## config.mk

```make
export PLATFORM = sky130hd
export DESIGN_NAME = euler1_result_reader
export DESIGN_NICKNAME = d
export VERILOG_FILES = /design/src/rtl/euler1_result_reader.sv
export SDC_FILE = /design/constraint.sdc
export NUM_CORES = 1
export LEC_CHECK = 0
export BUFFER_PORTS_ARGS = -buffer_cell sky130_fd_sc_hd__buf_4
export CAP_MARGIN = 20
export CORE_ASPECT_RATIO = 2
export CORE_UTILIZATION = 25
export CTS_CLUSTER_DIAMETER = 150
export DETAILED_ROUTE_END_ITERATION = 10
export PLACE_DENSITY_LB_ADDON = 0.1
export SLEW_MARGIN = 20
export SYNTH_ARGS = -nofsm -noshare
export SYNTH_HDL_FRONTEND = slang
export SYNTH_SLANG_ARGS = --single-unit
```

## constraint.sdc

```tcl
create_clock -name clk -period 2.1 [get_ports clk]
set_input_delay 0.105 -clock clk [delete_from_list [all_inputs] [get_ports clk]]
set_output_delay 0.105 -clock clk [all_outputs]
set_load 0.01 [all_outputs]
```

## src/rtl/euler1_result_reader.sv

```systemverilog
// Host-side reader for the Euler-1 accumulator tile: resets the tile, waits for valid, then steps mux_sel and assembles the slices.
// Optional macro READER_RETRY_EN: the first valid timeout in a run triggers one extra tile reset and wait before giving up.
module euler1_result_reader #(
  parameter int SLICE_W    = 6,
  parameter int NUM_SLICES = 3,
  parameter int TIMEOUT    = 600,
  parameter int SETTLE     = 1
) (
  input  logic                          clk,
  input  logic                          rst,
  input  logic                          start,
  output logic                          dut_rst,
  output logic                          dut_write_en,
  output logic [1:0]                    dut_mux_sel,
  input  logic                          dut_valid,
  input  logic [SLICE_W-1:0]            dut_result,
  output logic [SLICE_W*NUM_SLICES-1:0] result,
  output logic                          busy,
  output logic                          done,
  output logic                          timeout
);

  localparam int RES_W = SLICE_W * NUM_SLICES;
  localparam int CNT_W = (TIMEOUT > 1) ? $clog2(TIMEOUT) : 1;
  localparam int SET_W = (SETTLE > 1) ? $clog2(SETTLE) : 1;

  localparam logic [CNT_W-1:0] WAIT_LAST   = CNT_W'(TIMEOUT - 1);
  localparam logic [SET_W-1:0] SETTLE_LAST = SET_W'(SETTLE - 1);
  localparam logic [1:0]       SLICE_LAST  = 2'(NUM_SLICES - 1);

  localparam logic [2:0] S_IDLE  = 3'd0;
  localparam logic [2:0] S_PULSE = 3'd1;
  localparam logic [2:0] S_WAIT  = 3'd2;
  localparam logic [2:0] S_SEL   = 3'd3;
  localparam logic [2:0] S_DONE  = 3'd4;

  generate
    if (NUM_SLICES < 1 || NUM_SLICES > 4) begin : g_bad_slices
      $error("NUM_SLICES must be 1..4 because mux_sel is 2 bits");
    end
    if (SETTLE < 1) begin : g_bad_settle
      $error("SETTLE must be at least 1");
    end
    if (TIMEOUT < 1) begin : g_bad_timeout
      $error("TIMEOUT must be at least 1");
    end
  endgenerate

  logic [2:0]       state;
  logic [CNT_W-1:0] wait_cnt;
  logic [SET_W-1:0] settle_cnt;
`ifdef READER_RETRY_EN
  logic             retry_used;
`endif

  // Replace slice idx of the accumulated value with a freshly captured slice.
  function automatic logic [RES_W-1:0] insert_slice(input logic [RES_W-1:0]   acc,
                                                    input logic [1:0]         idx,
                                                    input logic [SLICE_W-1:0] s);
    logic [RES_W-1:0] r;
    r = acc;
    for (int i = 0; i < NUM_SLICES; i++) begin
      if (idx == 2'(i)) r[i*SLICE_W +: SLICE_W] = s;
    end
    return r;
  endfunction

  // The tile is read-only from here; its write port is never exercised.
  assign dut_write_en = 1'b0;

  always_ff @(posedge clk) begin
    if (rst) begin
      state       <= S_IDLE;
      wait_cnt    <= '0;
      settle_cnt  <= '0;
      dut_rst     <= 1'b0;
      dut_mux_sel <= 2'd0;
      result      <= '0;
      busy        <= 1'b0;
      done        <= 1'b0;
      timeout     <= 1'b0;
`ifdef READER_RETRY_EN
      retry_used  <= 1'b0;
`endif
    end else begin
      case (state)
        S_IDLE: begin
          if (start) begin
            state   <= S_PULSE;
            dut_rst <= 1'b1;
            busy    <= 1'b1;
            result  <= '0;
`ifdef READER_RETRY_EN
            retry_used <= 1'b0;
`endif
          end
        end

        S_PULSE: begin
          dut_rst  <= 1'b0;
          wait_cnt <= '0;
          state    <= S_WAIT;
        end

        S_WAIT: begin
          // A valid seen on the same edge the budget runs out still wins.
          if (dut_valid) begin
            dut_mux_sel <= 2'd0;
            settle_cnt  <= '0;
            state       <= S_SEL;
          end else if (wait_cnt == WAIT_LAST) begin
`ifdef READER_RETRY_EN
            if (!retry_used) begin
              retry_used <= 1'b1;
              dut_rst    <= 1'b1;
              state      <= S_PULSE;
            end else begin
              timeout <= 1'b1;
              done    <= 1'b1;
              busy    <= 1'b0;
              state   <= S_DONE;
            end
`else
            timeout <= 1'b1;
            done    <= 1'b1;
            busy    <= 1'b0;
            state   <= S_DONE;
`endif
          end else begin
            wait_cnt <= wait_cnt + CNT_W'(1);
          end
        end

        S_SEL: begin
          if (settle_cnt == SETTLE_LAST) begin
            result     <= insert_slice(result, dut_mux_sel, dut_result);
            settle_cnt <= '0;
            if (dut_mux_sel == SLICE_LAST) begin
              dut_mux_sel <= 2'd0;
              done        <= 1'b1;
              busy        <= 1'b0;
              state       <= S_DONE;
            end else begin
              dut_mux_sel <= dut_mux_sel + 2'd1;
            end
          end else begin
            settle_cnt <= settle_cnt + SET_W'(1);
          end
        end

        S_DONE: begin
          dut_mux_sel <= 2'd0;
          if (start) begin
            done    <= 1'b0;
            timeout <= 1'b0;
            result  <= '0;
            dut_rst <= 1'b1;
            busy    <= 1'b1;
            state   <= S_PULSE;
`ifdef READER_RETRY_EN
            retry_used <= 1'b0;
`endif
          end
        end

        default: begin
          state       <= S_IDLE;
          dut_rst     <= 1'b0;
          dut_mux_sel <= 2'd0;
          busy        <= 1'b0;
        end
      endcase
    end
  end

endmodule

```

**Yosys cells after proc, flatten, opt, wreduce, memory -nomap -nowiden**

Index checks and enable logic that the tools add are counted.
W data, S select, Z words.

- Bits of input ports: 10
- Bits in read-only memories: 0
- Logic and storage cells: 92
- Output and inout port bits: 25
- Memories kept: 0
- Bits in latches: 0
- Register bits: 38
- RAM bits: 0

- Muxes and demuxes: 36
- Reduce and logical (&&, ||, !) cells: 21
- Div/mod/pow operators: 0
- Multipliers: 0
- Shifts and indexed selects: 0
- Equality and inequality tests: 18
- $add $sub $neg: 3
- Bitwise operators: 3
- $lt $le $gt $ge: 0

Operator list:

| operator | number |
|---|---|
| $mux W18 | 2 |
| $pmux W18 S2 | 1 |
| $mux W10 | 2 |
| $pmux W10 S2 | 1 |
| $reduce_and A4 Y1 | 5 |
| $mux W6 | 3 |
| $ne A2 B2 Y1 const B | 9 |
| $mux W3 | 5 |
| $mux W1 | 12 |
| $pmux W3 S4 | 1 |
| $reduce_and A6 Y1 | 2 |
| $add A10 B1 Y10 const B | 1 |
| $eq A10 B10 Y1 const B | 1 |
| $reduce_bool A2 Y1 | 4 |
| $eq A3 B2 Y1 const B | 2 |
| $mux W2 | 3 |
| $pmux W1 S2 | 3 |
| $pmux W2 S3 | 1 |
| $reduce_and A3 Y1 | 2 |
| $reduce_or A2 Y1 | 3 |
| $pmux W1 S4 | 1 |
| $reduce_and A2 Y1 | 2 |
| $eq A3 B1 Y1 const B | 1 |
| $eq A3 B3 Y1 const B | 1 |
| 11 further kinds | 13 |

**Logic depth before layout (Yosys ltp)**

- Depth in word-level cells: 4
- Depth in mapped cells: 6
- Depth with buffers taken out: 5

**Worst setup path after synthesis**

No wires, ideal clock.

- Path kind: reg2reg
- From: register wait_cnt[0]
- To: register done
- Arrival: 1505 ps
- Path slack: 483 ps
- Required time: 1988 ps
- Library setup time: 112 ps
- Period minus slack after synthesis: 1617 ps
- Path buffers: 0
- Cell stages (with the launch flop): 5
- Cell sequence: dfxtp_1 -> ha_1 -> nand2_1 -> or4_1 -> a2111oi_1

- Cells in the longest elaborated chain, start to end: 3

RTL lines:

| item | RTL line | text |
|---|---|---|
| start: declaration | 50 | `logic [CNT_W-1:0] wait_cnt;` |
| start signal: assignment | 130 | `wait_cnt <= wait_cnt + CNT_W'(1);` |
| $eq A10 B10 Y1 | 111 | `end else if (wait_cnt == WAIT_LAST) begin` |
| $ne A2 B2 Y1 (no source line) | n/a |  |
| $reduce_and A6 Y1 (no source line) | n/a |  |
| end signal: assignment | 125 | `done <= 1'b1;` |
| end signal: assignment | 140 | `done <= 1'b1;` |
| end signal: assignment | 154 | `done <= 1'b0;` |
| end: declaration | 19 | `output logic done,` |

Every way passes these cells.
A chain may end at the register's enable or synchronous reset.

**Worst setup path after layout**

Ends and elaborated chain as after synthesis.

==> results.py <==
metrics = {
    "power_and_ir_drop": {
        "ir_drop_mv": 0.442,
        "powerDensity_mw_per_mm2": 1000,
        "finalPower_uw": 2250,
        "seqPwrFrac_pct": 36.6,
        "p_comb_share_pct": 23.5,
        "sw_frac_of_total_pct": 31.0,
        "p_sw_uw": 697,
        "p_int_uw": 1550,
        "leakagePower_uw": 0.000846,
        "p_clk_share_pct": 39.9,
    },
    "clock_network": {
        "hold_buffers": 0,
        "cts_max_level": 2,
        "post_cts_buffers": 0,
        "clock_latency_ps": 280,
        "cts.sinks": 37,
        "cts_buffer_depth": 2,
        "cts_tree": "built",
        "cts_buffers": 5,
        "clock-root-buffer": "clkbuf_16",
        "clk_pin_slew_worst_paths_ps": 60,
        "cts_resized": 0,
    },
    "floorplan": {
        "die_x_um": 60.1,
        "dieArea_mm2": 0.00710,
        "rows": 42,
        "start_util_pct": 25.7,
        "core_mm2": 0.00657,
        "die_h_um": 118,
        "io_pins": 35,
    },
    "placed_design": {
        "place_area_mm2": 0.00206,
        "dpl.hpwl_um": 4030,
        "globalplace.congestion": 0.777,
        "port_buffers": 33,
        "pre_cts_ws_ps": 145,
        "dpl.cell_count": 300,
    },
    "critical_path": {
        "critical_path_buf_inv_count": 0,
        "crit_path_max_incr_delay_ps": 560,
        "rr_startpoint": "wait_cnt[0]",
        "slowest_stage": "or4_1",
        "critPathRequiredTime_ps": 2250,
        "r2r-end": "done",
        "critical_path_arrival_ps": 2080,
        "cpLargestDelayFamily": "simple AND/OR/NAND/NOR gates",
        "crit_fanout": 6,
        "r2r_cells": 4,
        "startpoint_type": "flip-flop",
        "cp-end-kind": "flip-flop",
        "critPathKind": "reg2reg",
        "path_cells": "ha_1 -> nand2_2 -> or4_1 -> a2111oi_1",
        "reg2reg_slack_ps": 180,
    },
    "yosys": {
        "synth_edf_count": 0,
        "syn_nets": 191,
        "synthArstFlopShare_pct": 0,
        "synth.area.top_cells": "dfxtp_1 44%, a22o_1 6.2%, a21oi_1 3.9%",
        "syn_inst": 180,
        "synth_area_mm2": 0.00169,
        "synth.distinct_cells": 49,
        "synth.largest_area_cell": "dfxtp_1",
        "synth.top_cell.area_share_pct": 43.9,
        "synth-seq-cells": 37,
        "synth_flop_cell": "dfxtp_1",
        "synth_warnings": 0,
        "synth_seq_area_share_pct": 43.9,
        "syn_area_per_cell_um2": 9.38,
    },
    "layout": {
        "instances_no_fill": 308,
        "nets": 230,
        "drive_above_1_share_pct": 26.8,
        "n_antenna_cell": 0,
        "syn_to_final_growth_pct": 32.9,
        "fin_area_mm2": 0.00224,
    },
    "hold_path": {
        "hold_path.startpoint": "dut_result[5]",
        "holdCritPathClass": "in2reg",
        "hold_depth": 2,
        "whs_endpoint": "result[11]",
    },
    "drt": {
        "wl_met3_um": 132,
        "dr.pass1.iters": 4,
        "wl_met1_um": 1760,
        "vias_per_cell": 5.14,
        "ant_nets": 0,
        "drt-initial-drc-count": 44,
        "topRoutingLayerUsed": "met4",
        "drc": 0,
        "vias": 1582,
        "routed-wl-met2_um": 3100,
        "wl_um": 5210,
        "post_drt_wl_per_cell_um": 16.9,
    },
    "timing": {
        "relSlewSlack_pct": 56.8,
        "fin_crit_ps": 1920,
        "worst_slew_pin_slew_ps": 644,
        "rsz0062_at_grt": "no",
        "slew_viol_final": 0,
        "postLayoutSetupSlackWorst_ps": 175,
        "hold_violations": 0,
        "fin_skew_ps": 2.96,
        "fmax_mhz": 520,
        "setup_tns_ps": 0,
        "finalSetupViolCount": 0,
        "post-route-period-util_pct": 91.7,
    },
    "outcome": {
        "outcome": "finished clean",
    },
    "global_route": {
        "grt_pass1_wl_um": 8510,
        "grt-ovfl-total": 0,
        "grt_start_max_net_pins": 26,
        "first_global_vias": 1678,
        "grt_usage_pct": 16.5,
        "antenna_found_initial": 0,
    },
    "run": {
        "maxCapViolCount": 0,
    },
}
cells in the mapped netlist, types with 2 or more instances:
master	instances
dfxtp_1	37
a21oi_1	13
a22o_1	12
nand2_1	11
o21ai_0	11
nand4_1	9
nor3_1	8
nand3_1	7
nor2_1	7
clkbuf_1	6
or4_1	4
a211oi_1	3
inv_1	3
nor2b_1	3
o31ai_1	3
or3b_1	3
a2111o_1	2
a41oi_1	2
buf_6	2
nand2b_1	2
nor3b_1	2
nor4_1	2
o2111ai_1	2
registers in the layout (all words and copies together), names as in the netlist:
name	flops
busy	1
timeout	1
done	1
dut_rst	1
result	18
state	3
dut_mux_sel	2
wait_cnt	10
final cells by class:
cell class              instances  area (um^2)
fillers                       701         4330
multi-input cells             130          890
clock inverters                 2         37.5
flip-flops and latches         37          741
inverters                       3         11.3
clock buffers                   6          139
repair buffers                 42          315
well taps                      88          110
cell families (layout without fill, tap and decap cells):
logic type	Yosys count	after routing	synth area share, %
buffers and inverters	13	53	4.08
AOI/OAI and AO/OA	59	59	25.9
and+or+nand+nor	67	67	23.9
adders and majority gates	1	1	0.741
muxes	2	2	1.26
other	1	1	0.222
DFF	37	37	43.9
metrics by stage:
stage	utilization [%]	hold WS, ps
final	34.2	68.1
after global routing	34.2	72.4
after CTS	34.0	65.5
after detailed placement	31.3	366
after global placement	31.3	361
after floorplan	-	238
worst max-delay path by stage:
stage,slack [ps],cells past startpoint,startpoint,end
floorplan,480,4,wait_cnt[0],done
CTS,120,6,wait_cnt[0],wait_cnt[1]
global placement,140,6,wait_cnt[0],wait_cnt[1]
detailed placement,150,6,wait_cnt[0],wait_cnt[1]
global route,70,4,state[0],wait_cnt[9]
finish,180,4,wait_cnt[0],done
routing by layer:
layer  GRT usage, %  vias to the layer above
met4           9.45                        0
met3           2.74                       15
met1           15.4                      761
met5              0                        -
li1               -                      770
met2           31.0                       36
layout by cell type, fill, tap and decap left out, types with 3 or more instances in the layout:
cell,instances
nor2_1,7
a22o_1,12
a21oi_1,13
a211oi_1,3
clkbuf_16,5
or4_1,4
nand2_1,10
dfxtp_1,37
nor2b_1,3
inv_1,3
buf_4,42
nand4_1,9
o31ai_1,3
or3b_1,3
nand3_1,7
o21ai_0,11
nor3_1,8
worst register-to-register path, cell delays in order (launching register included):
cell and delay, ps:
dfxtp_1 370, ha_1 300, nand2_2 160, or4_1 570, a2111oi_1 400
power by group through the flow:
stage,clock network [uW],logic [uW],registers [uW]
global placement,0,535,841
floorplan,0,357,812
CTS,916,535,824
global route,952,586,835
detailed placement,0,535,839
finish,897,528,824
Note: power is estimated with default switching activity, not from simulation.
